$ cat src/rtl/reset_sequencer_if.sv
// Handshake bundle for the reset sequencer: request in,
// sequenced resets and status out.
interface reset_sequencer_if #(
  parameter int NUM_STAGES = 3
);
  logic                  req;
  logic [NUM_STAGES-1:0] rst_out;
  logic                  busy;
  logic                  done;

  modport master (
    output req,
    input  rst_out,
    input  busy,
    input  done
  );

  modport slave (
    input  req,
    output rst_out,
    output busy,
    output done
  );
endinterface

$ cat src/rtl/reset_sequencer.sv
// Staged reset release: hold all stages, then release them
// one by one (bit 0 first) with a fixed gap between stages.
module reset_sequencer #(
  parameter int NUM_STAGES  = 3,
  parameter int HOLD_CYCLES = 16,
  parameter int GAP_CYCLES  = 4
) (
  input  logic             clk,
  input  logic             reset,
  reset_sequencer_if.slave bus
);
  localparam int MAXC = (HOLD_CYCLES > GAP_CYCLES) ?
                        HOLD_CYCLES : GAP_CYCLES;
  localparam int CW   = $clog2(MAXC + 1);

  localparam logic [CW-1:0] HOLD_LAST = CW'(HOLD_CYCLES - 1);
  localparam logic [CW-1:0] GAP_LAST  = CW'(GAP_CYCLES - 1);

  localparam logic [NUM_STAGES-1:0] ALL_ON = '1;
  localparam logic [NUM_STAGES-1:0] LAST_ON =
    NUM_STAGES'(1) << (NUM_STAGES - 1);

  typedef enum logic [1:0] {
    IDLE    = 2'd0,
    HOLD    = 2'd1,
    RELEASE = 2'd2
  } state_e;

  state_e                state_q, state_d;
  logic [CW-1:0]         cnt_q, cnt_d;
  logic [NUM_STAGES-1:0] rst_q, rst_d;
  logic                  busy_q, busy_d;
  logic                  done_q, done_d;
  logic                  step;

  always_ff @(posedge clk) begin
    if (reset) begin
      state_q <= HOLD;
      cnt_q   <= '0;
      rst_q   <= ALL_ON;
      busy_q  <= 1'b1;
      done_q  <= 1'b0;
    end else begin
      state_q <= state_d;
      cnt_q   <= cnt_d;
      rst_q   <= rst_d;
      busy_q  <= busy_d;
      done_q  <= done_d;
    end
  end

  always_comb begin
    state_d = state_q;
    cnt_d   = cnt_q;
    rst_d   = rst_q;
    busy_d  = busy_q;
    done_d  = 1'b0;
    step    = 1'b0;

    case (state_q)
      HOLD:    step = (cnt_q == HOLD_LAST);
      RELEASE: step = (cnt_q == GAP_LAST);
      default: step = 1'b0;
    endcase

    if (bus.req) begin
      state_d = HOLD;
      cnt_d   = '0;
      rst_d   = ALL_ON;
      busy_d  = 1'b1;
    end else if (step) begin
      // Shift in a zero: keeps rst_out thermometer-coded
      rst_d = rst_q << 1;
      cnt_d = '0;
      if (rst_q == LAST_ON) begin
        state_d = IDLE;
        busy_d  = 1'b0;
        done_d  = 1'b1;
      end else begin
        state_d = RELEASE;
      end
    end else if (state_q != IDLE) begin
      cnt_d = cnt_q + CW'(1);
    end
  end

  assign bus.rst_out = rst_q;
  assign bus.busy    = busy_q;
  assign bus.done    = done_q;
endmodule

$ cat src/flat_wrapper.sv
// flat-port wrapper written by rule: the top's interface ports become plain ports
module reset_sequencer_flat 
#(
  parameter int NUM_STAGES  = 3,
  parameter int HOLD_CYCLES = 16,
  parameter int GAP_CYCLES  = 4
)
  (clk, reset, bus_req, bus_rst_out, bus_busy, bus_done);
  reset_sequencer_if #(.NUM_STAGES(NUM_STAGES)) bus_i ();
  input  logic clk;
  input  logic reset;
  input wire logic [$bits(bus_i.req)-1:0] bus_req;
  output wire logic [$bits(bus_i.rst_out)-1:0] bus_rst_out;
  output wire logic [$bits(bus_i.busy)-1:0] bus_busy;
  output wire logic [$bits(bus_i.done)-1:0] bus_done;
  assign bus_i.req = bus_req;
  assign bus_rst_out = bus_i.rst_out;
  assign bus_busy = bus_i.busy;
  assign bus_done = bus_i.done;
  reset_sequencer #(.NUM_STAGES(NUM_STAGES), .HOLD_CYCLES(HOLD_CYCLES), .GAP_CYCLES(GAP_CYCLES)) u_core (.clk(clk), .reset(reset), .bus(bus_i));
endmodule
$ cat config.mk
export PLATFORM = sky130hd
export DESIGN_NAME = reset_sequencer_flat
export DESIGN_NICKNAME = d
export VERILOG_FILES = /design/src/rtl/reset_sequencer_if.sv /design/src/rtl/reset_sequencer.sv /design/src/flat_wrapper.sv
export SDC_FILE = /design/constraint.sdc
export NUM_CORES = 1
export LEC_CHECK = 0
export CORE_AREA = 2 2 39 41
export CTS_CLUSTER_DIAMETER = 60
export CTS_CLUSTER_SIZE = 14
export DETAILED_ROUTE_END_ITERATION = 16
export DIE_AREA = 0 0 41 43
export SLEW_MARGIN = 20
export SYNTH_ARGS = -nofsm -noshare
export SYNTH_HDL_FRONTEND = slang
export SYNTH_SLANG_ARGS = --single-unit
$ cat constraint.sdc
create_clock -name clk -period 2.1 [get_ports clk]
set_input_delay 0.42 -clock clk [delete_from_list [all_inputs] [get_ports clk]]
set_output_delay 0.42 -clock clk [all_outputs]
set_load 0.03 [all_outputs]
==> flow_results.xml, run 1 <==
<?xml version="1.0" encoding="UTF-8"?>
<metrics>
  <group name="status">
    <metric name="run_status" unit="">complete, no violations</metric>
  </group>
  <group name="timing">
    <metric name="drv_slew" unit="">0</metric>
    <metric name="min_period_over_period" unit="">0.836</metric>
    <metric name="final.setup.tns" unit="ps">0</metric>
    <metric name="fmax" unit="MHz">570</metric>
    <metric name="setup-violations-final" unit="">0</metric>
    <metric name="worst_max_slew_margin_expressed_relative_to_the_limit" unit="">0.751</metric>
    <metric name="worst_slew_pin_slew" unit="ps">373</metric>
    <metric name="finalHoldViolCount" unit="">0</metric>
    <metric name="clock_period_minus_worst_slack" unit="ps">1760</metric>
    <metric name="grt_setup_unrepaired" unit="">no</metric>
    <metric name="finClkSkew" unit="ps">1.19</metric>
  </group>
  <group name="critical_path">
    <metric name="cp_slowest_stage_delay" unit="ps">690</metric>
    <metric name="cpMaxStageDelayCell" unit="">sky130_fd_sc_hd__clkdlybuf4s50_1</metric>
    <metric name="cp_cell_sequence" unit="">clkdlybuf4s50_1</metric>
    <metric name="worstPathRequired" unit="ps">1680</metric>
    <metric name="critPathCaptureType" unit="">primary output</metric>
    <metric name="crit_family" unit="">buffers and inverters</metric>
    <metric name="critical_path_class" unit="">reg -&gt; out</metric>
    <metric name="arrival_time_at_the_worst_endpoint" unit="ps">1340</metric>
    <metric name="cp-start-kind" unit="">flop</metric>
    <metric name="crit_buf_inv" unit="">1</metric>
    <metric name="cp_max_fo" unit="">4</metric>
  </group>
  <group name="floorplan">
    <metric name="floorplan.die.height" unit="um">43</metric>
    <metric name="initial_core_util" unit="">0.366</metric>
    <metric name="die_width" unit="um">41</metric>
    <metric name="overall_die_area" unit="mm2">0.00176</metric>
    <metric name="io_pins" unit="">8</metric>
    <metric name="rows" unit="">14</metric>
    <metric name="core_area" unit="mm2">0.00138</metric>
  </group>
  <group name="placed_design">
    <metric name="place.detailed.hpwl" unit="um">594</metric>
    <metric name="place_congestion" unit="">0.761</metric>
    <metric name="placement.cell_area" unit="um2">586</metric>
    <metric name="portbufs" unit="">7</metric>
  </group>
  <group name="synthesis">
    <metric name="synth_nets" unit="">56</metric>
    <metric name="synth_sequential_area_ratio" unit="">0.435</metric>
    <metric name="syn-cell-area" unit="um2">507</metric>
    <metric name="yosys_register_bits" unit="">11</metric>
    <metric name="synthDistinctLibCells" unit="">21</metric>
    <metric name="synth.yosys.warnings" unit="">0</metric>
    <metric name="synth_area_per_cell" unit="um2">10.1</metric>
    <metric name="synthCells" unit="">50</metric>
  </group>
  <group name="route">
    <metric name="drt_first_pass_iters" unit="">1</metric>
    <metric name="routed-via-count" unit="">366</metric>
    <metric name="dr.max_layer_used" unit="">met4</metric>
    <metric name="via_cell_ratio" unit="">4.88</metric>
    <metric name="drc" unit="">0</metric>
    <metric name="routed_wl" unit="um">866</metric>
    <metric name="detail_route.iter0.violations" unit="">0</metric>
    <metric name="met2WireLength" unit="um">381</metric>
    <metric name="wl_met1" unit="um">408</metric>
    <metric name="route.met3.wl" unit="um">22</metric>
    <metric name="route.detailed.wl_per_inst" unit="um">11.5</metric>
    <metric name="antenna_violating_nets_left" unit="">0</metric>
  </group>
  <group name="cts">
    <metric name="clkTransAtPathRegs" unit="ps">70</metric>
    <metric name="tritoncts.num_buffers" unit="">3</metric>
    <metric name="clockRootBuffer" unit="">sky130_fd_sc_hd__clkbuf_4</metric>
    <metric name="clock_latency_late_sink" unit="ps">280</metric>
    <metric name="clk_path_buf_depth" unit="">2</metric>
    <metric name="cts_resized" unit="">0</metric>
    <metric name="cts-htree-levels" unit="">1</metric>
    <metric name="clock_tree_from_tritoncts" unit="">yes</metric>
    <metric name="tritoncts_num_sinks" unit="">11</metric>
    <metric name="hold_buffers" unit="">0</metric>
    <metric name="post_cts_buffers" unit="">0</metric>
  </group>
  <group name="global_routing">
    <metric name="maximum_number_of_pins_on_one_net_before_global_route_repair" unit="">11</metric>
    <metric name="grt_pass1_vias" unit="">390</metric>
    <metric name="number_of_antenna_violations_at_the_first_check_in_global_routing" unit="">0</metric>
    <metric name="wire_length_of_the_first_global_routing_pass" unit="um">1570</metric>
    <metric name="grt_total_usage" unit="">0.143</metric>
    <metric name="globalRoute.totalOverflow" unit="">0</metric>
  </group>
  <group name="finish">
    <metric name="antenna_cells_inserted" unit="">0</metric>
    <metric name="syn_to_final_growth" unit="%">20.7</metric>
    <metric name="finish.instance_area" unit="um2">612</metric>
    <metric name="multi_input_area" unit="um2">264</metric>
    <metric name="final-seq-area" unit="um2">220</metric>
    <metric name="design.final.nets" unit="">66</metric>
    <metric name="layout-drive-gt1-share" unit="">0.153</metric>
    <metric name="n_fill_cell" unit="">136</metric>
  </group>
  <group name="power_and_ir_drop">
    <metric name="worst_ir_drop_vdd" unit="V">0.000284</metric>
    <metric name="leakage" unit="uW">0.000236</metric>
    <metric name="power_density" unit="mW/mm2">612</metric>
  </group>
  <group name="min_path">
    <metric name="min_path_type" unit="">reg -&gt; reg</metric>
  </group>
  <group name="flow_run">
    <metric name="drv.max_cap_violation_count" unit="">0</metric>
  </group>
</metrics>
[placed cells by master, fill, tap and decap left out]
cell	Yosys	routed
sky130_fd_sc_hd__a211oi_2	2	2
sky130_fd_sc_hd__a21o_1	1	1
sky130_fd_sc_hd__a21oi_2	1	1
sky130_fd_sc_hd__clkbuf_1	1	1
sky130_fd_sc_hd__clkbuf_4	0	3
sky130_fd_sc_hd__clkdlybuf4s50_1	0	7
sky130_fd_sc_hd__dfxtp_1	11	11
sky130_fd_sc_hd__ha_1	3	3
sky130_fd_sc_hd__inv_1	3	3
sky130_fd_sc_hd__mux2i_1	3	3
sky130_fd_sc_hd__nand3b_1	2	2
sky130_fd_sc_hd__nand4b_1	2	2
sky130_fd_sc_hd__nor2_1	4	4
sky130_fd_sc_hd__nor2b_1	1	1
sky130_fd_sc_hd__nor3_1	6	6
sky130_fd_sc_hd__o21ai_0	1	1
sky130_fd_sc_hd__o21ai_1	1	1
sky130_fd_sc_hd__or2_2	1	1
sky130_fd_sc_hd__or3b_2	1	1
sky130_fd_sc_hd__or3b_4	1	1
sky130_fd_sc_hd__xnor2_1	1	1
sky130_fd_sc_hd__xor2_1	3	3
[worst paths after layout]
kind,startpoint,to,slack [ps],cells past startpoint
worst min register to register,u_core.bus.busy,u_core.bus.busy,460,2
worst min-delay path,u_core.bus.busy,u_core.bus.busy,460,2
worst max register to register,u_core.state_q[0],u_core.bus.rst_out[1],460,5
worst max-delay path,u_core.state_q[0],bus_rst_out[0],340,1
[power breakdown]
part	leakage, uW	internal (uW)	switching (uW)	total, uW
registers	0.0000891	210	1.99	212
logic	0.000132	6.81	6.35	13.2
clock network	0.0000150	73.8	75.1	149
[layer usage]
layer,global-route usage,vias up
met5,0,-
met4,0.160,0
met3,0.0314,5
met2,0.206,7
met1,0.151,163
li1,-,191
[area by class of cell]
cell class                      instances  area share
Sequential cell                        11       0.360
Timing Repair Buffer                    7       0.115
Multi-Input combinational cell         34       0.431
Clock buffer                            4      0.0429
Inverter                                3      0.0184
Tap cell                               16      0.0327
[cells by family after synthesis]
group	count (synthesis)	share of synthesized area
DFF	11	0.435
xor gates and xnor gates	4	0.0691
adders and majority gates	3	0.0741
muxes	3	0.0593
AOI/OAI and AO/OA	6	0.101
buffers and inverters	5	0.0444
and+or+nand+nor	18	0.217
[sequential cells by signal, indices dropped and copies added (netlist names)]
register and cells:
u_core.bus.busy 1, u_core.bus.done 1, u_core.bus.rst_out 2, u_core.cnt_q 5, u_core.state_q 2
[cells in the mapped netlist]
library cell               number  area share
sky130_fd_sc_hd__dfxtp_1       11        0.43
sky130_fd_sc_hd__o21ai_0        1      0.0099
sky130_fd_sc_hd__a21oi_2        1       0.017
sky130_fd_sc_hd__nor3_1         6       0.059
sky130_fd_sc_hd__or3b_2         1       0.017
sky130_fd_sc_hd__or3b_4         1       0.022
sky130_fd_sc_hd__a211oi_2       2       0.049
sky130_fd_sc_hd__ha_1           3       0.074
sky130_fd_sc_hd__buf_4          1       0.015
sky130_fd_sc_hd__or2_2          1       0.012
sky130_fd_sc_hd__a21o_1         1       0.015
sky130_fd_sc_hd__xor2_1         3       0.052
sky130_fd_sc_hd__xnor2_1        1       0.017
sky130_fd_sc_hd__mux2i_1        3       0.059
sky130_fd_sc_hd__clkbuf_1       1      0.0074
sky130_fd_sc_hd__nand4b_1       2       0.035
sky130_fd_sc_hd__nor2_1         4       0.030
sky130_fd_sc_hd__o21ai_1        1      0.0099
sky130_fd_sc_hd__nor2b_1        1       0.012
sky130_fd_sc_hd__nand3b_1       2       0.030
sky130_fd_sc_hd__inv_1          3       0.022
[per-stage QoR]
stage                     total power (uW)  std cells   util  worst slack [ps]  hold slack (ps)
final                                  374         75  0.442               344              461
after global routing                   392         75  0.442               300              487
after CTS                              378         75  0.442               336              463
after detailed placement               230         71  0.423               470              450
after global placement                 230         71  0.423               472              445
after floorplan                        224         50      -               657              474
(Power assumes the default switching activity.)
==> run 2, diff against run 1 <==
==> constraint.sdc (replaced) <==
create_clock -name clk -period 1.7 [get_ports clk]
set_input_delay 0.34 -clock clk [delete_from_list [all_inputs] [get_ports clk]]
set_output_delay 0.34 -clock clk [all_outputs]
set_load 0.03 [all_outputs]
==> run 2 against run 1 <==
Net effect:
- critical path depth unchanged
- setup slack worse by 300 ps
- final cell count unchanged
- sequential share of layout area shrank 0.44 points
- clock power up 17%
- power rose by 21%
- via count down 0.27%
- routed wire length is 4.0% lower
- count of clock-buffer cells in the layout unchanged
- final area is 1.2% higher
- clock skew rose by 2.2 ps
- core utilization is 0.54 points higher
- critical path type unchanged
- largest power group unchanged
==> flow_results.xml, run 2 (synthesis gave the netlist of run 1 again) <==
<?xml version="1.0" encoding="UTF-8"?>
<metrics>
  <group name="status">
    <metric name="run_status" unit="">complete, no violations</metric>
  </group>
  <group name="global_routing">
    <metric name="globalRoute.totalOverflow" unit="">0</metric>
    <metric name="wire_length_of_the_first_global_routing_pass" unit="um">1460</metric>
    <metric name="maximum_number_of_pins_on_one_net_before_global_route_repair" unit="">11</metric>
    <metric name="grt_pass1_vias" unit="">356</metric>
    <metric name="number_of_antenna_violations_at_the_first_check_in_global_routing" unit="">0</metric>
    <metric name="grt_total_usage" unit="">0.118</metric>
  </group>
  <group name="critical_path">
    <metric name="crit_family" unit="">buffers and inverters</metric>
    <metric name="critPathCaptureType" unit="">primary output</metric>
    <metric name="worstPathRequired" unit="ps">1360</metric>
    <metric name="cp_slowest_stage_delay" unit="ps">680</metric>
    <metric name="cpMaxStageDelayCell" unit="">sky130_fd_sc_hd__clkdlybuf4s50_1</metric>
    <metric name="critical_path_class" unit="">reg -&gt; out</metric>
    <metric name="cp_max_fo" unit="">4</metric>
    <metric name="cp-start-kind" unit="">flop</metric>
    <metric name="worst_r2r_path_depth" unit="">5</metric>
    <metric name="cp_cell_sequence" unit="">clkdlybuf4s50_1</metric>
    <metric name="ff2ff_setup_slack" unit="ps">150</metric>
    <metric name="arrival_time_at_the_worst_endpoint" unit="ps">1310</metric>
    <metric name="crit_buf_inv" unit="">1</metric>
    <metric name="regToRegStartpoint" unit="">u_core.state_q[0]</metric>
    <metric name="critical_path.reg2reg.endpoint" unit="">u_core.bus.rst_out[1]</metric>
  </group>
  <group name="timing">
    <metric name="finClkSkew" unit="ps">3.35</metric>
    <metric name="min_period_over_period" unit="">0.971</metric>
    <metric name="clock_period_minus_worst_slack" unit="ps">1650</metric>
    <metric name="final.setup.tns" unit="ps">0</metric>
    <metric name="worst_slew_pin_slew" unit="ps">303</metric>
    <metric name="setup-violations-final" unit="">0</metric>
    <metric name="finalHoldViolCount" unit="">0</metric>
    <metric name="timing.hold.ws" unit="ps">474</metric>
    <metric name="drv_slew" unit="">0</metric>
    <metric name="grt_setup_unrepaired" unit="">no</metric>
    <metric name="fmax" unit="MHz">606</metric>
    <metric name="worst_max_slew_margin_expressed_relative_to_the_limit" unit="">0.798</metric>
  </group>
  <group name="finish">
    <metric name="final_cell_count_no_fill" unit="">75</metric>
    <metric name="syn_to_final_growth" unit="%">22.2</metric>
    <metric name="layout_commonest_cell" unit="">sky130_fd_sc_hd__dfxtp_1</metric>
    <metric name="final-seq-area" unit="um2">220</metric>
    <metric name="largest_register" unit="">u_core.cnt_q</metric>
    <metric name="n_fill_cell" unit="">137</metric>
    <metric name="layout-drive-gt1-share" unit="">0.153</metric>
    <metric name="antenna_cells_inserted" unit="">0</metric>
    <metric name="flip_flop_count_of_the_largest_register_all_copies_and_words_added" unit="">5</metric>
    <metric name="fin_util" unit="">0.448</metric>
    <metric name="finish.instance_area" unit="um2">619</metric>
    <metric name="mostFrequentLayoutCells" unit="">sky130_fd_sc_hd__dfxtp_1, sky130_fd_sc_hd__clkdlybuf4s50_1, sky130_fd_sc_hd__nor3_1, sky130_fd_sc_hd__nor2_1</metric>
    <metric name="multi_input_area" unit="um2">272</metric>
    <metric name="design.final.nets" unit="">66</metric>
  </group>
  <group name="route">
    <metric name="via_cell_ratio" unit="">4.87</metric>
    <metric name="route.detailed.wl_per_inst" unit="um">11.1</metric>
    <metric name="route.met3.wl" unit="um">16</metric>
    <metric name="routed-via-count" unit="">365</metric>
    <metric name="drt_first_pass_iters" unit="">4</metric>
    <metric name="routed_wl" unit="um">831</metric>
    <metric name="antenna_violating_nets_left" unit="">0</metric>
    <metric name="dr.max_layer_used" unit="">met4</metric>
    <metric name="wl_met1" unit="um">424</metric>
    <metric name="drc" unit="">0</metric>
    <metric name="met2WireLength" unit="um">376</metric>
    <metric name="detail_route.iter0.violations" unit="">3</metric>
  </group>
  <group name="min_path">
    <metric name="min_path_type" unit="">reg -&gt; reg</metric>
    <metric name="whs_endpoint" unit="">u_core.bus.busy</metric>
    <metric name="timing.hold.worst.start" unit="">u_core.bus.busy</metric>
    <metric name="whs_path_depth" unit="">2</metric>
  </group>
  <group name="cts">
    <metric name="cts_resized" unit="">0</metric>
    <metric name="hold_buffers" unit="">0</metric>
    <metric name="clk_path_buf_depth" unit="">2</metric>
    <metric name="tritoncts.num_buffers" unit="">3</metric>
    <metric name="clock_latency_late_sink" unit="ps">260</metric>
    <metric name="post_cts_buffers" unit="">0</metric>
    <metric name="clkTransAtPathRegs" unit="ps">70</metric>
    <metric name="tritoncts_num_sinks" unit="">11</metric>
    <metric name="clock_tree_from_tritoncts" unit="">yes</metric>
    <metric name="cts-htree-levels" unit="">1</metric>
    <metric name="clockRootBuffer" unit="">sky130_fd_sc_hd__clkbuf_4</metric>
  </group>
  <group name="placed_design">
    <metric name="portbufs" unit="">7</metric>
    <metric name="placed_cells" unit="">71</metric>
    <metric name="place.detailed.hpwl" unit="um">645</metric>
    <metric name="place_congestion" unit="">0.739</metric>
    <metric name="placement.cell_area" unit="um2">586</metric>
  </group>
  <group name="floorplan">
    <metric name="floorplan.die.height" unit="um">43</metric>
    <metric name="core_area" unit="mm2">0.00138</metric>
    <metric name="rows" unit="">14</metric>
    <metric name="overall_die_area" unit="mm2">0.00176</metric>
    <metric name="die_width" unit="um">41</metric>
    <metric name="initial_core_util" unit="">0.366</metric>
    <metric name="io_pins" unit="">8</metric>
  </group>
  <group name="power_and_ir_drop">
    <metric name="power_density" unit="mW/mm2">731</metric>
    <metric name="leakage" unit="uW">0.000236</metric>
    <metric name="worst_ir_drop_vdd" unit="V">0.000343</metric>
  </group>
  <group name="flow_run">
    <metric name="drv.max_cap_violation_count" unit="">0</metric>
  </group>
</metrics>
-- run 2: cell counts in the layout (fill, tap and decap cells not counted) --
No cell type changed its count.
-- run 2: cell type report --
cell class	instances	area share
repair buffers	7	0.113
well taps	16	0.0323
inverters	3	0.0182
multi-input cells	34	0.438
clock buffers	4	0.0424
flip-flops and latches	11	0.356
-- run 2: worst min-delay path, stage by stage, from the launching register on --
cell and delay, ps:
sky130_fd_sc_hd__dfxtp_1 320, sky130_fd_sc_hd__inv_1 50, sky130_fd_sc_hd__o21ai_1 60
-- run 2: worst max-delay path by stage --
stage / from / end / slack [ps] / cells past startpoint
after floorplan: u_core.state_q[0] / u_core.bus.rst_out[1] / 260 / 5
after global placement: u_core.state_q[0] / u_core.bus.rst_out[1] / 150 / 5
after detailed placement: u_core.state_q[0] / u_core.bus.rst_out[1] / 90 / 5
after CTS: u_core.state_q[0] / bus_rst_out[0] / 40 / 1
after global routing: u_core.state_q[0] / bus_rst_out[0] / 8 / 1
final: u_core.state_q[0] / bus_rst_out[0] / 50 / 1
-- run 2: layer usage --
metal | GRT usage | vias to the layer above
met5 | 0 | -
met4 | 0.0600 | 0
met3 | 0.0157 | 2
met2 | 0.156 | 4
met1 | 0.180 | 167
li1 | - | 192
-- run 2: power breakdown --
| part | switching [uW] | internal (uW) | total, uW |
|---|---|---|---|
| Clock | 84.6 | 90.5 | 175 |
| Sequential | 2.06 | 260 | 262 |
| Combinational | 7.69 | 8.24 | 15.9 |
-- run 2: stage by stage --
step / setup slack (ps) / power [uW]
after floorplan: 257 / 277
after global placement: 148 / 284
after detailed placement: 94.8 / 284
after CTS: 39.2 / 459
after global routing: 8.04 / 478
final: 48.7 / 453
